[config.mk]
export PLATFORM = sky130hd
export DESIGN_NAME = motion_compensator
export DESIGN_NICKNAME = d
export VERILOG_FILES = /design/src/rtl/motion_compensator_pkg.sv /design/src/rtl/motion_compensator_res_skid_fifo.sv /design/src/rtl/motion_compensator.sv
export SDC_FILE = /design/constraint.sdc
export NUM_CORES = 2
export LEC_CHECK = 0
export BUFFER_PORTS_ARGS = -buffer_cell sky130_fd_sc_hd__buf_2
export CAP_MARGIN = 10
export CORE_UTILIZATION = 33
export CTS_BUF_LIST = sky130_fd_sc_hd__clkbuf_8 sky130_fd_sc_hd__clkbuf_16
export DETAILED_ROUTE_END_ITERATION = 16
export PLACE_DENSITY_LB_ADDON = 0.3
export RECOVER_POWER = 100
export SLEW_MARGIN = 20
export SYNTH_ARGS = -nofsm -noshare
export SYNTH_HDL_FRONTEND = slang
export SYNTH_SLANG_ARGS = --single-unit
[constraint.sdc]
create_clock -name clk -period 7.3 [get_ports clk]
set_clock_uncertainty 0.2 [all_clocks]
set_input_delay 0.73 -clock clk [delete_from_list [all_inputs] [get_ports clk]]
set_output_delay 0.73 -clock clk [all_outputs]
set_load 0.005 [all_outputs]
[src/rtl/motion_compensator_pkg.sv]
// Shared definitions for the motion estimation / compensation pipeline:
// FSM states, macroblock geometry and residual width.
package motion_compensator_pkg;

  localparam int MB_SIZE_DEF = 16;
  localparam int PIX_W_DEF   = 8;
  localparam int MB_PIXELS   = MB_SIZE_DEF * MB_SIZE_DEF;
  localparam int IDX_W       = $clog2(MB_PIXELS);
  localparam int RES_W       = PIX_W_DEF + 1;

  typedef enum logic [1:0] {
    IDLE  = 2'd0,
    LOAD  = 2'd1,
    FETCH = 2'd2,
    DONE  = 2'd3
  } mc_state_t;

  // Residual width for a given pixel width (cur - ref needs one extra sign bit).
  function automatic int res_width(input int pix_w);
    return pix_w + 1;
  endfunction

endpackage

[src/rtl/motion_compensator_res_skid_fifo.sv]
// Two-entry synchronous FIFO holding {last, residual} words between the
// reference-read return path and the ready/valid output.
module res_skid_fifo #(
  parameter int W = 10
) (
  input  logic         clk,
  input  logic         rst,
  input  logic         push,
  input  logic [W-1:0] push_data,
  input  logic         pop,
  output logic [W-1:0] head,
  output logic         full,
  output logic         empty,
  output logic [1:0]   count
);

  logic [W-1:0] mem [2];
  logic         wr_ptr;
  logic         rd_ptr;
  logic         do_push;
  logic         do_pop;

  assign empty   = (count == 2'd0);
  assign full    = (count == 2'd2);
  assign do_pop  = pop && !empty;
  // A push into a full FIFO is only legal when the head leaves in the same cycle.
  assign do_push = push && (!full || do_pop);
  assign head    = mem[rd_ptr];

  always_ff @(posedge clk) begin
    if (rst) begin
      mem[0] <= '0;
      mem[1] <= '0;
      wr_ptr <= 1'b0;
      rd_ptr <= 1'b0;
      count  <= 2'd0;
    end else begin
      if (do_push) begin
        mem[wr_ptr] <= push_data;
        wr_ptr      <= ~wr_ptr;
      end
      if (do_pop) begin
        rd_ptr <= ~rd_ptr;
      end
      case ({do_push, do_pop})
        2'b10:   count <= count + 2'd1;
        2'b01:   count <= count - 2'd1;
        default: count <= count;
      endcase
    end
  end

endmodule

[src/rtl/motion_compensator.sv]
// Motion compensator: buffers one current macroblock, fetches the motion-displaced
// reference block and streams signed residuals (cur - ref) with backpressure.
module motion_compensator
  import motion_compensator_pkg::*;
#(
  parameter int MB_SIZE      = MB_SIZE_DEF,
  parameter int PIX_W        = PIX_W_DEF,
  parameter int ADDR_W       = 32,
  parameter int MV_W         = 16,
  parameter int FRAME_STRIDE = 1920
) (
  input  logic              clk,
  input  logic              rst,
  input  logic              mv_valid,
  output logic              mv_ready,
  input  logic [MV_W-1:0]   mv_x,
  input  logic [MV_W-1:0]   mv_y,
  input  logic [ADDR_W-1:0] ref_base_addr,
  input  logic [PIX_W-1:0]  cur_pixel_in,
  input  logic              cur_pixel_valid,
  output logic              cur_ready,
  output logic [ADDR_W-1:0] ref_addr,
  output logic              ref_rd,
  input  logic [PIX_W-1:0]  ref_pixel_in,
  output logic [PIX_W:0]    res_data,
  output logic              res_valid,
  input  logic              res_ready,
  output logic              res_last,
  output logic              done
);

  localparam int NPIX = MB_SIZE * MB_SIZE;
  localparam int IW   = $clog2(NPIX);
  localparam int CW   = $clog2(MB_SIZE);
  localparam int RW   = res_width(PIX_W);

  mc_state_t state;
  mc_state_t state_next;

  logic [ADDR_W-1:0] mv_x_q;
  logic [ADDR_W-1:0] mv_y_q;
  logic [ADDR_W-1:0] base_q;

  logic [PIX_W-1:0]  cur_buf [NPIX];
  logic [IW-1:0]     load_idx;

  logic [CW-1:0]     row;
  logic [CW-1:0]     col;
  logic [IW-1:0]     issue_idx;
  logic              issue_done;

  logic              rd_pending;
  logic [IW-1:0]     rd_idx;

  logic              fifo_push;
  logic              fifo_pop;
  logic [RW:0]       fifo_push_data;
  logic [RW:0]       fifo_head;
  logic              fifo_full;
  logic              fifo_empty;
  logic [1:0]        fifo_count;

  logic [2:0]        committed;
  logic              credit;
  logic              pixel_write;
  logic              load_last;
  logic [RW-1:0]     residual;
  logic [ADDR_W-1:0] row_off;
  logic [ADDR_W-1:0] col_off;
  logic [ADDR_W-1:0] fetch_addr;

  assign pixel_write = cur_ready && cur_pixel_valid;
  assign load_last   = pixel_write && (load_idx == IW'(NPIX - 1));

  // Slots already promised to the FIFO once this cycle's pop is accounted for;
  // counting the pop keeps one issue per cycle under continuous res_ready.
  assign fifo_pop  = res_valid && res_ready;
  assign committed = {1'b0, fifo_count} + {2'b00, rd_pending} - {2'b00, fifo_pop};
  assign credit    = (committed < 3'd2);

  always_ff @(posedge clk) begin
    if (rst) begin
      state <= IDLE;
    end else begin
      state <= state_next;
    end
  end

  always_comb begin
    state_next = state;
    mv_ready   = 1'b0;
    cur_ready  = 1'b0;
    ref_rd     = 1'b0;
    done       = 1'b0;
    if (!rst) begin
      case (state)
        IDLE: begin
          mv_ready = 1'b1;
          if (mv_valid) state_next = LOAD;
        end
        LOAD: begin
          cur_ready = 1'b1;
          if (cur_pixel_valid && (load_idx == IW'(NPIX - 1))) state_next = FETCH;
        end
        FETCH: begin
          ref_rd = !issue_done && credit;
          if (fifo_pop && fifo_head[RW]) state_next = DONE;
        end
        DONE: begin
          done       = 1'b1;
          state_next = IDLE;
        end
        default: state_next = IDLE;
      endcase
    end
  end

  // Motion vector capture, load index and raster-order read issue counters.
  always_ff @(posedge clk) begin
    if (rst) begin
      mv_x_q     <= '0;
      mv_y_q     <= '0;
      base_q     <= '0;
      load_idx   <= '0;
      row        <= '0;
      col        <= '0;
      issue_idx  <= '0;
      issue_done <= 1'b0;
      rd_pending <= 1'b0;
      rd_idx     <= '0;
    end else begin
      rd_pending <= ref_rd;
      if (ref_rd) rd_idx <= issue_idx;

      if (mv_valid && mv_ready) begin
        mv_x_q   <= {{(ADDR_W - MV_W){mv_x[MV_W-1]}}, mv_x};
        mv_y_q   <= {{(ADDR_W - MV_W){mv_y[MV_W-1]}}, mv_y};
        base_q   <= ref_base_addr;
        load_idx <= '0;
      end else if (pixel_write) begin
        load_idx <= load_idx + IW'(1);
      end

      if (load_last) begin
        row        <= '0;
        col        <= '0;
        issue_idx  <= '0;
        issue_done <= 1'b0;
      end else if (ref_rd) begin
        issue_idx <= issue_idx + IW'(1);
        if (col == CW'(MB_SIZE - 1)) begin
          col <= '0;
          row <= row + CW'(1);
        end else begin
          col <= col + CW'(1);
        end
        if (issue_idx == IW'(NPIX - 1)) issue_done <= 1'b1;
      end
    end
  end

  always_ff @(posedge clk) begin
    if (pixel_write) cur_buf[load_idx] <= cur_pixel_in;
  end

  // Addresses wrap modulo 2^ADDR_W; the caller keeps the window inside the frame.
  assign row_off    = mv_y_q + ADDR_W'(row);
  assign col_off    = mv_x_q + ADDR_W'(col);
  assign fetch_addr = base_q + row_off * ADDR_W'(FRAME_STRIDE) + col_off;
  assign ref_addr   = ref_rd ? fetch_addr : '0;

  assign residual       = {1'b0, cur_buf[rd_idx]} - {1'b0, ref_pixel_in};
  assign fifo_push      = rd_pending && (!fifo_full || fifo_pop);
  assign fifo_push_data = {(rd_idx == IW'(NPIX - 1)), residual};

  res_skid_fifo #(
    .W(RW + 1)
  ) u_fifo (
    .clk      (clk),
    .rst      (rst),
    .push     (fifo_push),
    .push_data(fifo_push_data),
    .pop      (fifo_pop),
    .head     (fifo_head),
    .full     (fifo_full),
    .empty    (fifo_empty),
    .count    (fifo_count)
  );

  assign res_valid = !fifo_empty;
  assign res_data  = fifo_head[RW-1:0];
  assign res_last  = fifo_head[RW] && !fifo_empty;

endmodule
; ---- Yosys cells after proc, flatten, opt, wreduce, memory -nomap -nowiden
; Memories as Yosys holds them, arrays and structs flattened. A register that Yosys moved wholly into a read port is not among the register bits.
; Cells that the tools add are included.
[word_totals]
register_bits = 104
ram_bits = 2068
output_inout_bits = 47
elab_cells = 100
memories = 2
[op_classes]
addsub = 13
multipliers = 1
magnitude_cmp = 1
n_eq_ne = 13
mux = 29
bitwise = 2
n_reduce_logical = 25
[mem_list]
columns = name, words, word_bits, rd, rd_ports_with_merged_regs, write_ports, line_no
row1 = cur_buf, 256, 8, 1, 1, 1, motion_compensator.sv:44  ; logic [PIX_W-1:0] cur_buf [NPIX];
row2 = u_fifo.mem, 2, 10, 1, 1, 2, motion_compensator_res_skid_fifo.sv:17  ; logic [W-1:0] mem [2];
[op_table]
columns = operator, count
row1 = $add 32x32->32, 2
row2 = $add 16x5->17, 2
row3 = $mul 32x4->25 const B, 1
row4 = $mux 32, 1
row5 = $eq 8x8->1 const B, 3
row6 = $mux 1, 19
row7 = $add 8x1->8 const B, 2
row8 = $mux 8, 2
row9 = $logic_and 1x1->1, 11
row10 = $mux 10, 1
row11 = $reduce_or 10->1, 1
row12 = $sub 8x8->9, 1
row13 = $add 4x1->4 const B, 2
row14 = $eq 2x2->1 const B, 4
row15 = $pmux 2 s4, 1
row16 = $mux 2, 3
row17 = $ne 2x2->1 const B, 3
row18 = $eq 2x1->1 const B, 2
row19 = $eq 4x4->1 const B, 1
row20 = $logic_not 2->1, 2
row21 = $mux 4, 1
row22 = $pmux 2 s2, 1
row23 = $reduce_and 2->1, 2
row24 = $reduce_or 2->1, 2
row25 = other kinds (10), 14

; ---- Depth between registers and ports, before layout
[logic_depth]
depth_word = 11
mapped_depth = 32
ltp_nobuf = 31

; ---- Cells and area by module
; Synthesis repeated with hierarchy kept, for this count alone.
[unflattened]
hier_cells = 4630
area_unflattened_um2 = 89305.7
[modules_own_cells]
columns = module, instances, cells_each, area_each_um2
row1 = motion_compensator, 1, 4550, 88183.3
row2 = res_skid_fifo, 1, 80, 1122.3

; ---- Worst setup path before layout
; No wires, ideal clock.
[synth_path]
path_type = register to output
from = reg row[0]
to = out ref_addr[27]
arrival_ns = 6.664
t_required_ns = 6.370
slack_ns = -0.294
path_stages_with_launch = 32
path_buffers = 1
cell_sequence = dfxtp_1 -> ha_1 -> inv_1 -> fa_1 -> nor2b_1 -> o21ai_0 -> nand2_1 -> and3_1 -> xor2_1 -> inv_1 -> fa_1 -> fa_1 -> inv_1 -> ha_1 -> or3_1 -> o21ai_0 -> a21oi_1 -> a21o_1 -> a21oi_1 -> xor2_1 -> fa_1 -> inv_1 -> ha_1 -> buf_2 -> nand3_1 -> or2_2 -> nor2_1 -> o211ai_1 -> a2111oi_0 -> o21ai_0 -> xor2_1 -> nor2_1
[synth_via]
elab_chain_len = 5
[synth_lines]
columns = item, line_no
row1 = "start, declared", motion_compensator.sv:47  ; logic [CW-1:0] row;
row2 = "start signal, assigned", motion_compensator.sv:153  ; row <= row + CW'(1);
row3 = $add 16x5->17, motion_compensator.sv:167  ; assign row_off = mv_y_q + ADDR_W'(row);
row4 = $mul 32x4->25, motion_compensator.sv:169  ; assign fetch_addr = base_q + row_off * ADDR_W'(FRAME_STRIDE) + col_off;
row5 = $add 32x32->32 (2 in series), motion_compensator.sv:169
row6 = $mux 32, motion_compensator.sv:170  ; assign ref_addr = ref_rd ? fetch_addr : '0;
row7 = "end, declared", motion_compensator.sv:22  ; output logic [ADDR_W-1:0] ref_addr,
; Every way passes these cells.

; ---- Final worst setup path
[layout_path]
from = reg row[0]
to = out ref_addr[31]
; Same word-level chain as after synthesis.

==> flow_summary.toml <==
[die]
placementRows = 190
die-area_um2 = 272000
chipHeight_um = 521
num_io_pins = 132
coreArea_um2 = 268000
start_util_pct = 33.2
die_x_um = 521

[layout]
layout_common_cells = "edfxtp_1 (2068), mux4_2 (640), nor2_1 (347), clkbuf_16 (217), buf_4 (199)"
fillers = 24100
finalNetCount = 5186
layout-drive-gt1-share_pct = 29.0
utilization_pct = 38.8
syn_to_final_growth_pct = 16.8
final_cell_area_um2 = 104000
final_common_cell = "edfxtp_1"

[timing]
finalCritPeriodShare_pct = 112
maxSlewHeadroom_pct = -286
fin_ws_ns = -0.873
hold_viol_final = 0
fmax_mhz = 122
worst_pin_slew_ns = 5.78
setup_viol = 21
fin_crit_ns = 8.17
rsz0062_at_grt = "yes"
maxSlewViolCount = 2430

[job]
cap_violations = 40

[cts]
cts_tree = "built"
clock_sinks = 2181
h-tree-depth = 4
cts_buffer_depth = 3
clk_pin_slew_ns = 0.07
worstSkewPairLatency_ns = 0.86
cts_buffers = 213
cts_root_buffer = "clkbuf_16"

[place]
port_buffers = 131
gp_congestion = 0.851
dp_hpwl_mm = 140
place_area_um2 = 95200

[logic_synthesis]
synth_top_family_by_area = "multiplexers"
synthArstFlopShare_pct = 0
syn-cell-area_um2 = 89000
yosys_warnings = 0
avgSynthCellArea_um2 = 19.8
synth_cells = 4508
synth_compound_area_share_pct = 2.44
ys_seq_area_share_pct = 72.3
synth_ff_type = "edfxtp_1"
yosys.area_share.simple_pct = 3.71
synth_cell_type_count = 63
synthXorXnorAreaFrac_pct = 0.905
synth_mux_area_share_pct = 16.4
synth-seq-cells = 2181
syn_nets = 4738
synthAdderAreaFrac_pct = 2.53
synth_edf_count = 2068

[route]
vias_per_cell = 5.18
routed_wl_mm = 225
vias = 45100
wl_per_cell_um = 25.8
post-route-drc-count = 0
dr.pass1.iters = 6
drt_iter0_markers = 4729
drtAntennaViolNets = 0

[global_routing]
grt-ovfl-total = 0
grt_usage_pct = 16.4
first_global_vias = 45800
grt_pass1_wl_mm = 326
grt_max_degree = 116
antenna_found_initial = 19

[pwr]
clkPwrFrac_pct = 36.3
p_leak_nw = 32.3
power_density_nw_per_um2 = 289
swShare_pct = 25.8
p_int_w = 0.0224
power_frac_seq_pct = 46.2
p_switching_w = 0.00776
share_comb_of_total_power_pct = 17.5
vdd_ir_drop_max_v = 0.000224

[worst_hold_path]
min_from = "res_ready"
hold_path.class = "input pin to register"
min_path_cells = 4

[setup_path]
crit_type = "register to output port"
crit_required_ns = 6.37
crit_start = "row[0]"
crit_arrival_ns = 7.24
critPathLaunchType = "register"
r2r_cells = 17
crit_buf_inv = 7
endpoint_kind = "output port"
cp_slowest_stage_delay_ns = 0.55
r2r_setup_slack_ns = -0.48
slowest_stage = "fa_2"
worstPathMaxFanout = 4
cp_top_family = "adder cells"
r2r_end = "u_fifo.mem[0][8]"

[status]
violations = "max-capacitance violations, max-slew violations, negative setup slack"
outcome = "finished, violations left"
## worst max path at each step
stage | slack [ns] | to | depth (start not counted)
6_report | -0.87 | ref_addr[31] | 30
3_3_place_gp | -0.45 | ref_addr[29] | 33
3_5_place_dp | -0.40 | ref_addr[29] | 33
4_1_cts | -0.93 | ref_addr[31] | 31
2_1_floorplan | 0.001 | ref_addr[31] | 31
5_1_grt | -1.17 | ref_addr[31] | 32
## state kept, by name, summed over array words and instances, names as in the netlist, 2 cells and up, named ones only
name / flops
cur_buf: 2048
base_q: 32
u_fifo.mem: 20
mv_x_q: 16
mv_y_q: 16
issue_idx: 8
load_idx: 8
rd_idx: 8
col: 4
row: 4
state: 2
u_fifo.count: 2
## metal layers
layer | up-vias | track usage, % | wire length, um
met5 | - | 0 | 66
met4 | 12 | 3.66 | 4670
met3 | 291 | 3.35 | 16100
met2 | 1497 | 25.0 | 103000
met1 | 24100 | 24.1 | 101000
li1 | 19200 | - | -
## layout make-up
class                   count  area, um^2  share of cell area [%]
flip-flops and latches   2181       64400                    61.9
multi-input cells        1963       24200                    23.3
clock buffers             219        5460                    5.25
well taps                3552        4440                    4.27
repair buffers            475        3580                    3.44
clock inverters           177        1450                    1.40
inverters                 122         462                   0.444
diodes                      9        22.5                  0.0216
## stage by stage
stage	cells	hold WS (ns)	power [W]	setup WS, ns	TNS, ns
floorplan	4508	0.238	0.0163	0.00148	0
global placement	8191	0.252	0.0179	-0.447	-2.23
detailed placement	8191	0.267	0.0179	-0.396	-2.11
CTS	8675	0.0262	0.0298	-0.931	-8.31
global route	8691	0.0889	0.0312	-1.17	-19.49
finish	8698	0.0895	0.0301	-0.873	-10.40
## synth_stat cells (13+ instances only)
cell,number,area (um^2)
a21o_1,25,188
a21oi_1,63,315
a221oi_1,18,158
a22o_1,17,149
a22oi_1,37,278
buf_1,30,113
buf_2,40,200
buf_4,18,135
buf_6,13,146
clkbuf_1,140,526
dfxtp_1,113,2260
edfxtp_1,2068,62100
fa_1,56,1120
ha_1,89,1110
inv_1,120,450
mux4_2,640,14400
nand2_1,157,589
nand2b_1,60,375
nand3_1,46,230
nand4_1,23,144
nor2_1,353,1330
nor2b_1,27,169
nor3_1,23,115
o21ai_0,90,450
o31ai_1,17,128
xnor2_1,41,359
xor2_1,51,447
## cell families after synthesis
logic type / Yosys count
compound gates: 330
simple gates: 740
mux: 654
flops: 2181
xor+xnor: 92
buf+inv: 364
fa+ha+maj: 147
## worst register-to-register path: cells and delay by family (launching register included)
family | cells | cell delay, ns
buffers and inverters | 1 | 1.13
and+or+nand+nor | 3 | 0.28
adders and majority gates | 2 | 0.55
AOI/OAI and AO/OA | 9 | 2.59
DFF | 1 | 1.75
muxes | 2 | 1.15
## power by group through the flow
stage          Combinational, W  Clock (W)  Sequential [W]
6_report                0.00527     0.0109          0.0139
2_1_floorplan           0.00220          0          0.0141
3_5_place_dp            0.00380          0          0.0141
5_1_grt                 0.00572     0.0116          0.0139
3_3_place_gp            0.00377          0          0.0141
4_1_cts                 0.00478     0.0111          0.0139
## timing repair
item,in CTS,in global routing
setup endpoints to repair,18,18
hold buffers,64,0
cloned,0,0
endpoints found under the hold margin,64,0
pin swaps,110,47
resized for setup,174,66
setup buffers,28,14
No activity file was read; power rests on OpenSTA's default activity.
